[src/rtl/piradip_spi_cs_decoder.sv]
// piradip_spi_cs_decoder: registered N_CS-way chip-select decoder with
// break-before-make sequencing (CS setup, CS hold, minimum inter-transaction gap).
// One FSM and one shared down-counter drive a row of per-channel output flops.

// Per-channel chip-select flop: holds the pin at its idle level unless told to assert.
module piradip_spi_cs_lane #(
    parameter int ACTIVE_LOW = 1
) (
    input  logic clk,
    input  logic rst,
    input  logic on_next,
    output logic cs
);
    localparam logic IDLE_LVL = (ACTIVE_LOW != 0) ? 1'b1 : 1'b0;

    // Output flop; async reset forces the idle level immediately.
    always_ff @(posedge clk or posedge rst) begin
        if (rst) cs <= IDLE_LVL;
        else     cs <= on_next ? ~IDLE_LVL : IDLE_LVL;
    end
endmodule

module piradip_spi_cs_decoder #(
    parameter int SEL_WIDTH    = 3,
    parameter int N_CS         = 8,
    parameter int ACTIVE_LOW   = 1,
    parameter int SETUP_CYCLES = 2,
    parameter int HOLD_CYCLES  = 2,
    parameter int GAP_CYCLES   = 4,
    parameter int CNT_WIDTH    = 8
) (
    input  logic                 clk,
    input  logic                 rst,
    input  logic                 en,
    input  logic                 req,
    input  logic [SEL_WIDTH-1:0] sel,
    output logic                 ready,
    output logic                 busy,
    output logic                 sel_err,
    output logic [N_CS-1:0]      cs
);
    typedef enum logic [2:0] {
        IDLE   = 3'd0,
        SETUP  = 3'd1,
        ACTIVE = 3'd2,
        HOLD   = 3'd3,
        GAP    = 3'd4
    } state_t;

    // Counter load values are "cycles - 1": the state lasts until the counter reads zero.
    localparam logic [CNT_WIDTH-1:0] CNT_ONE  = {{(CNT_WIDTH-1){1'b0}}, 1'b1};
    localparam logic [CNT_WIDTH-1:0] SETUP_LD = (SETUP_CYCLES > 0) ? CNT_WIDTH'(SETUP_CYCLES - 1) : '0;
    localparam logic [CNT_WIDTH-1:0] HOLD_LD  = (HOLD_CYCLES  > 0) ? CNT_WIDTH'(HOLD_CYCLES  - 1) : '0;
    localparam logic [CNT_WIDTH-1:0] GAP_LD   = (GAP_CYCLES   > 0) ? CNT_WIDTH'(GAP_CYCLES   - 1) : '0;
    // One extra bit so N_CS == 2**SEL_WIDTH still compares correctly.
    localparam logic [SEL_WIDTH:0]   N_CS_W   = (SEL_WIDTH + 1)'(N_CS);

    state_t                 state, state_d;
    logic [CNT_WIDTH-1:0]   cnt, cnt_d;
    logic [SEL_WIDTH-1:0]   sel_q, sel_d;
    logic                   ready_d, busy_d, sel_err_d;
    logic                   sel_ok, cs_on_d;
    logic [N_CS-1:0]        lane_on;

    assign sel_ok = ({1'b0, sel} < N_CS_W);

    // State, counter, latched select and status flags.
    always_ff @(posedge clk or posedge rst) begin
        if (rst) begin
            state   <= IDLE;
            cnt     <= '0;
            sel_q   <= '0;
            ready   <= 1'b0;
            busy    <= 1'b0;
            sel_err <= 1'b0;
        end else begin
            state   <= state_d;
            cnt     <= cnt_d;
            sel_q   <= sel_d;
            ready   <= ready_d;
            busy    <= busy_d;
            sel_err <= sel_err_d;
        end
    end

    // Next-state logic; every registered output is derived from the next state so
    // outputs change on the same edge as the state they describe.
    always_comb begin
        state_d   = state;
        cnt_d     = cnt;
        sel_d     = sel_q;
        sel_err_d = 1'b0;

        case (state)
            IDLE: begin
                if (req && en) begin
                    if (sel_ok) begin
                        sel_d = sel;
                        if (SETUP_CYCLES == 0) begin
                            state_d = ACTIVE;
                        end else begin
                            state_d = SETUP;
                            cnt_d   = SETUP_LD;
                        end
                    end else begin
                        // Toggle rather than hold, so a stuck bad request shows as pulses.
                        sel_err_d = ~sel_err;
                    end
                end
            end
            SETUP: begin
                if (cnt == '0) state_d = ACTIVE;
                else           cnt_d   = cnt - CNT_ONE;
            end
            ACTIVE: begin
                if (!req) begin
                    if (HOLD_CYCLES != 0) begin
                        state_d = HOLD;
                        cnt_d   = HOLD_LD;
                    end else if (GAP_CYCLES != 0) begin
                        state_d = GAP;
                        cnt_d   = GAP_LD;
                    end else begin
                        state_d = IDLE;
                        cnt_d   = '0;
                    end
                end
            end
            HOLD: begin
                if (cnt == '0) begin
                    if (GAP_CYCLES != 0) begin
                        state_d = GAP;
                        cnt_d   = GAP_LD;
                    end else begin
                        state_d = IDLE;
                    end
                end else begin
                    cnt_d = cnt - CNT_ONE;
                end
            end
            GAP: begin
                if (cnt == '0) state_d = IDLE;
                else           cnt_d   = cnt - CNT_ONE;
            end
            default: begin
                state_d = IDLE;
                cnt_d   = '0;
            end
        endcase

        // Losing enable releases CS at once but still enforces the full gap.
        if (!en && state != IDLE) begin
            if (GAP_CYCLES != 0) begin
                state_d = GAP;
                cnt_d   = GAP_LD;
            end else begin
                state_d = IDLE;
                cnt_d   = '0;
            end
        end
    end

    // Registered-output next values.
    always_comb begin
        ready_d = (state_d == ACTIVE);
        busy_d  = (state_d != IDLE);
        cs_on_d = (state_d == SETUP) || (state_d == ACTIVE) || (state_d == HOLD);
    end

    // One lane per chip select; only the lane matching the latched index may assert.
    for (genvar i = 0; i < N_CS; i++) begin : g_lane
        assign lane_on[i] = cs_on_d && (sel_d == SEL_WIDTH'(i));

        piradip_spi_cs_lane #(
            .ACTIVE_LOW (ACTIVE_LOW)
        ) u_lane (
            .clk     (clk),
            .rst     (rst),
            .on_next (lane_on[i]),
            .cs      (cs[i])
        );
    end
endmodule
[config.mk]
export PLATFORM = sky130hd
export DESIGN_NAME = piradip_spi_cs_decoder
export DESIGN_NICKNAME = d
export VERILOG_FILES = /design/src/rtl/piradip_spi_cs_decoder.sv
export SDC_FILE = /design/constraint.sdc
export NUM_CORES = 1
export LEC_CHECK = 0
export CAP_MARGIN = 25
export CORE_MARGIN = 2
export CORE_UTILIZATION = 52
export DETAILED_ROUTE_END_ITERATION = 7
export GPL_ROUTABILITY_DRIVEN = 0
export PLACE_DENSITY = 0.77
export SYNTH_ARGS = -nofsm -noshare
export SYNTH_HDL_FRONTEND = slang
export SYNTH_SLANG_ARGS = --single-unit
[constraint.sdc]
create_clock -name clk -period 4.7 [get_ports clk]
set_input_delay 0.47 -clock clk [delete_from_list [all_inputs] [get_ports clk]]
set_output_delay 0.47 -clock clk [all_outputs]
set_load 0.01 [all_outputs]
# Word-level counts from Yosys, hierarchy flattened
# Index checks and enable logic that the tools add are counted.
# totals
mem_bits_rw	0
mem_count	0
input_bits	7
ff_bits	24
out_inout_bits	11
rom_bits	0
latchBits	0
# op_classes
mux	23
n_lt_le_gt_ge	0
n_shift	0
eq_ne	17
add_sub_neg	1
reduce_logical	20
mul	0
bitwise	0
n_div	0
# ops
op	count
$mux W8	5
$pmux W8 S4	1
$mux W3	8
$eq A3 B2 Y1 const B	6
$eq A3 B3 Y1 const B	5
$pmux W3 S5	1
$logic_and A1 B1 Y1	10
$eq A3 B1 Y1 const B	3
$logic_not A8 Y1	1
$mux W1	8
$sub A8 B1 Y8 const B	1
$logic_not A3 Y1	2
$ne A3 B3 Y1 const B	2
$reduce_bool A3 Y1	2
$ne A3 B2 Y1 const B	1
$reduce_and A3 Y1	1
$logic_or A1 B1 Y1	2
$reduce_or A2 Y1	1
$logic_not A1 Y1	1

# Longest topological paths before layout
# depth
word_depth	9
ltp_mapped	7
mapped_depth_nobuf	7

# Modules after synthesis
# A second synthesis with hierarchy kept.
# unflattened
cells_unflattened	154
hier_area_um2	1420.1
# by_module_without_submodules
module	cells_per_inst	area_per_inst_um2	seq_area_each_um2	instances
piradip_spi_cs_decoder	130	1149.9	400.4	1
piradip_spi_cs_lane	3	33.8	26.3	8

# Least setup slack after synthesis
# OpenSTA, ideal clock, no wires.
# synth_path
kind	register to register
from	register cnt[0]
to	register cnt[6]
arrival_time_ns	1.868
synth_period_minus_slack_ns	1.989
slack_ns	2.711
t_required_ns	4.579
stages_incl_launch_ff	7
n_path_buf	0
path_cell_list	dfrtp_1 inv_1 ha_1 or4b_4 nor4_4 a211oi_2 a32o_2
# synth_via
elab_chain_len	4
elab_cells_between_ends	8
cone_classes	1 x add/sub; 1 x eq/ne; 4 x mux; 2 x reduce/logical
# synth_lines
element	line_no	text
start, declared	59	logic [CNT_WIDTH-1:0] cnt, cnt_d;
start signal, assigned	78	cnt <= cnt_d;
$sub A8 B1 Y8 or $logic_not A8 Y1 (tied branches)	n/a	
$mux W8 (on tied branches)	112, 142, 130	
$pmux W8 S4	94	case (state)
$mux W8	152	if (!en && state != IDLE) begin
# Several ways; a longest one is shown, not always the timed one. The select of a mux whose other input is x is not followed.
# A chain may end at the register's enable or synchronous reset.

# Final worst setup path
# Same ends and word-level chain as after synthesis.

==> metrics <==
status=finished clean; Final Cycle Share=0.495; vias in the first global route=908; Worst Path Required=4.93 ns; Crit Path Category=reg2reg; H-tree level count=1; Worst-path clk slew=0.14 ns; final hold violations=0; Post-DP HPWL=1.82 mm; # rows=18; kind of end point of the critical path=register; first-pass GRT wire length=4.16 mm; post-route ant nets=0; Initial DRT Pass Iterations=4; initial core utilization=0.548; cts repair resizes=0; Final Skew=0.0151 ns; main flop type after synthesis=dfrtp_1; Pleak=0.000609 µW; RSZ-0062 raised after global routing=no; Iter 0 DRT Violations=27; hold path cells=1; chip height=54.9 µm; Final setup viols=0; post-CTS setup buffer count=0; Total GRT Usage=0.201; # DRC=0; final wirelength=2.44 mm; Synth Area in Compound Gates=0.180; fill cell count=222; crit path launch type=register; Post-synth EDFFs=0; XOR/XNOR Fraction of Synth Area=0.0195; Reg-to-Reg Start=cnt[0]; DR vias=1024; Adder-Cell Fraction of Synth Area=0.00930; largest family of logic cells by synthesized area=simple AND/OR/NAND/NOR gates; Highest Clock Rate=0.430 GHz; post-synth top area share=0.298; CTS root buf=clkbuf_4; Reg2Reg Depth=7; Setup Total Neg Slack=0 ns; Avg WL per Cell=13.9 µm; Hold/Removal Path Class=reg2reg; Layout area overhead=11.2%; vias per cell=5.82; Avg Inst Size Synth=9.68 µm²; Crit path largest cell delay=0.51 ns; TritonCTS clock tree=yes; initial antenna violation count=0; CP max stage cell=nor4b_1; Top Ports=18; max_slew headroom=0.411; arrival time worst endpoint=2.56 ns; peak supply drop=287 µV; buffers and inverters on the worst path=1; Mapped Cells=139; DIE AREA=3010 µm²; CP top delay family=simple AND/OR/NAND/NOR gates; crit path max fanout=7; total congestion overflow=0; NumNets Final=155; PD cells=450 nW/µm²; worst-path cell chain=inv_1 > ha_1 > nor4b_1 > nand4b_1 > nand3_1 > a211oi_2 > a32o_2; hold wc startpoint=sel_q[2]; Period minus WS final=2.32 ns; post-synthesis mux area share=0.0251; cts hold-fix bufs=0; Die Wd=54.9 µm; mapped cell area=1350 µm²; MaxCap Viol Count=0; Netlist cell types=44; FF+latch count, synth=24; Seq/Total Area, Yosys=0.454; # diodes=0; Synthesized Nets=147; synth top area cells=dfrtp_1 (30%), dfstp_2 (16%), o21ai_0 (6.0%); slew of the pin with the lowest slew margin=0.882 ns; fin util=0.609; Port Buffers=16; Syn. warnings=0; total CTS buffers=3; simple-gate share of the synthesized area=0.230; FF-to-FF End=cnt[6]; Clock Latency Late Sink=0.32 ns; Clock Path Buffers=2; total core area=2450 µm²; Clock Sinks=24; largest net degree at the start of global routing=25; fraction of layout cells with a size suffix above 1=0.164; Synth async-reset ratio=1.00; max-slew violations=0; Hold Path End=sel_q[2]; reg-to-reg setup timing slack=2.38 ns; cell taking the most area after synthesis=dfrtp_1
## synth_stat cells (2+ instances only)
master	count
inv_1	5
nor4_1	2
buf_2	2
dfrtp_1	16
nand2_1	13
nor3b_1	2
buf_4	9
a22o_1	4
dfstp_2	8
o21ai_0	16
nand3b_1	4
clkbuf_1	3
nor2_1	11
nand2b_1	4
nand3_1	2
xnor2_1	2
nor3_1	2
a21oi_1	3
mux2_2	3
and2_1	4
## area by class of cell
class	count	area [µm²]	area share
inverter	5	18.8	0.0126
sequential	24	611	0.408
timing repair buffer	17	165	0.110
tap	30	37.5	0.0251
multi-input combinational	96	627	0.419
clock buffer	4	36.3	0.0243
## flip-flops by register name, indices dropped and copies added, names as in the netlist
signal            flops
busy                  1
cnt                   8
g_lane.u_lane.cs      8
state                 3
ready                 1
sel_q                 3
## per-layer routing
metal | vias to the layer above | wire length (µm) | global-route usage
met5 | - | 0 | 0
met4 | 0 | 50 | 0.108
met3 | 4 | 123 | 0.0464
met2 | 27 | 1210 | 0.308
met1 | 490 | 1060 | 0.261
li1 | 503 | - | -
## kinds of logic (layout without fill, tap and decap cells)
group	after synthesis	count (layout)
and+or+nand+nor	53	53
AOI/OAI and AO/OA	35	35
adders and majority gates	1	1
muxes	3	3
other	1	1
DFF	24	24
xor gates and xnor gates	3	3
buffers and inverters	19	26
## worst max path at each step
stage	from	to	slack, ns	cells past startpoint
global route	cnt[0]	cnt[3]	2.09	7
finish	cnt[0]	cnt[6]	2.38	7
floorplan	cnt[0]	cnt[6]	2.71	6
detailed placement	en	g_lane[2].u_lane.cs	1.72	6
global placement	en	g_lane[0].u_lane.cs	1.79	6
CTS	en	g_lane[2].u_lane.cs	2.03	6
## power by group
part | internal (µW) | total (µW) | leakage (µW) | switching [µW]
Clock | 47.4 | 110 | 0.0000210 | 62.3
Combinational | 120 | 249 | 0.000304 | 129
Sequential | 253 | 314 | 0.000285 | 61.0
## per-stage QoR
stage	std cells	cell area, µm²	setup WS [ns]	total power (µW)	hold slack [ns]
after floorplan	139	1350	2.71	504	0.479
after global placement	171	1450	1.79	551	0.501
after detailed placement	171	1450	1.72	567	0.507
after CTS	175	1490	2.03	677	0.549
after global routing	176	1500	2.09	732	0.570
final	176	1500	2.38	674	0.544
## placed cells by master, fill, tap and decap left out, drive strengths merged, types with 4 or more instances in the layout
| cell type | n |
|---|---|
| nand3b | 4 |
| inv | 5 |
| nand2b | 4 |
| clkbuf | 4 |
| clkdlybuf4s50 | 16 |
| dfrtp | 16 |
| o21ai | 16 |
| dfstp | 8 |
| a22o | 4 |
| nor2 | 11 |
| a21oi | 4 |
| nand2 | 13 |
| and2 | 4 |
Note: power is estimated with default switching activity, not from simulation.
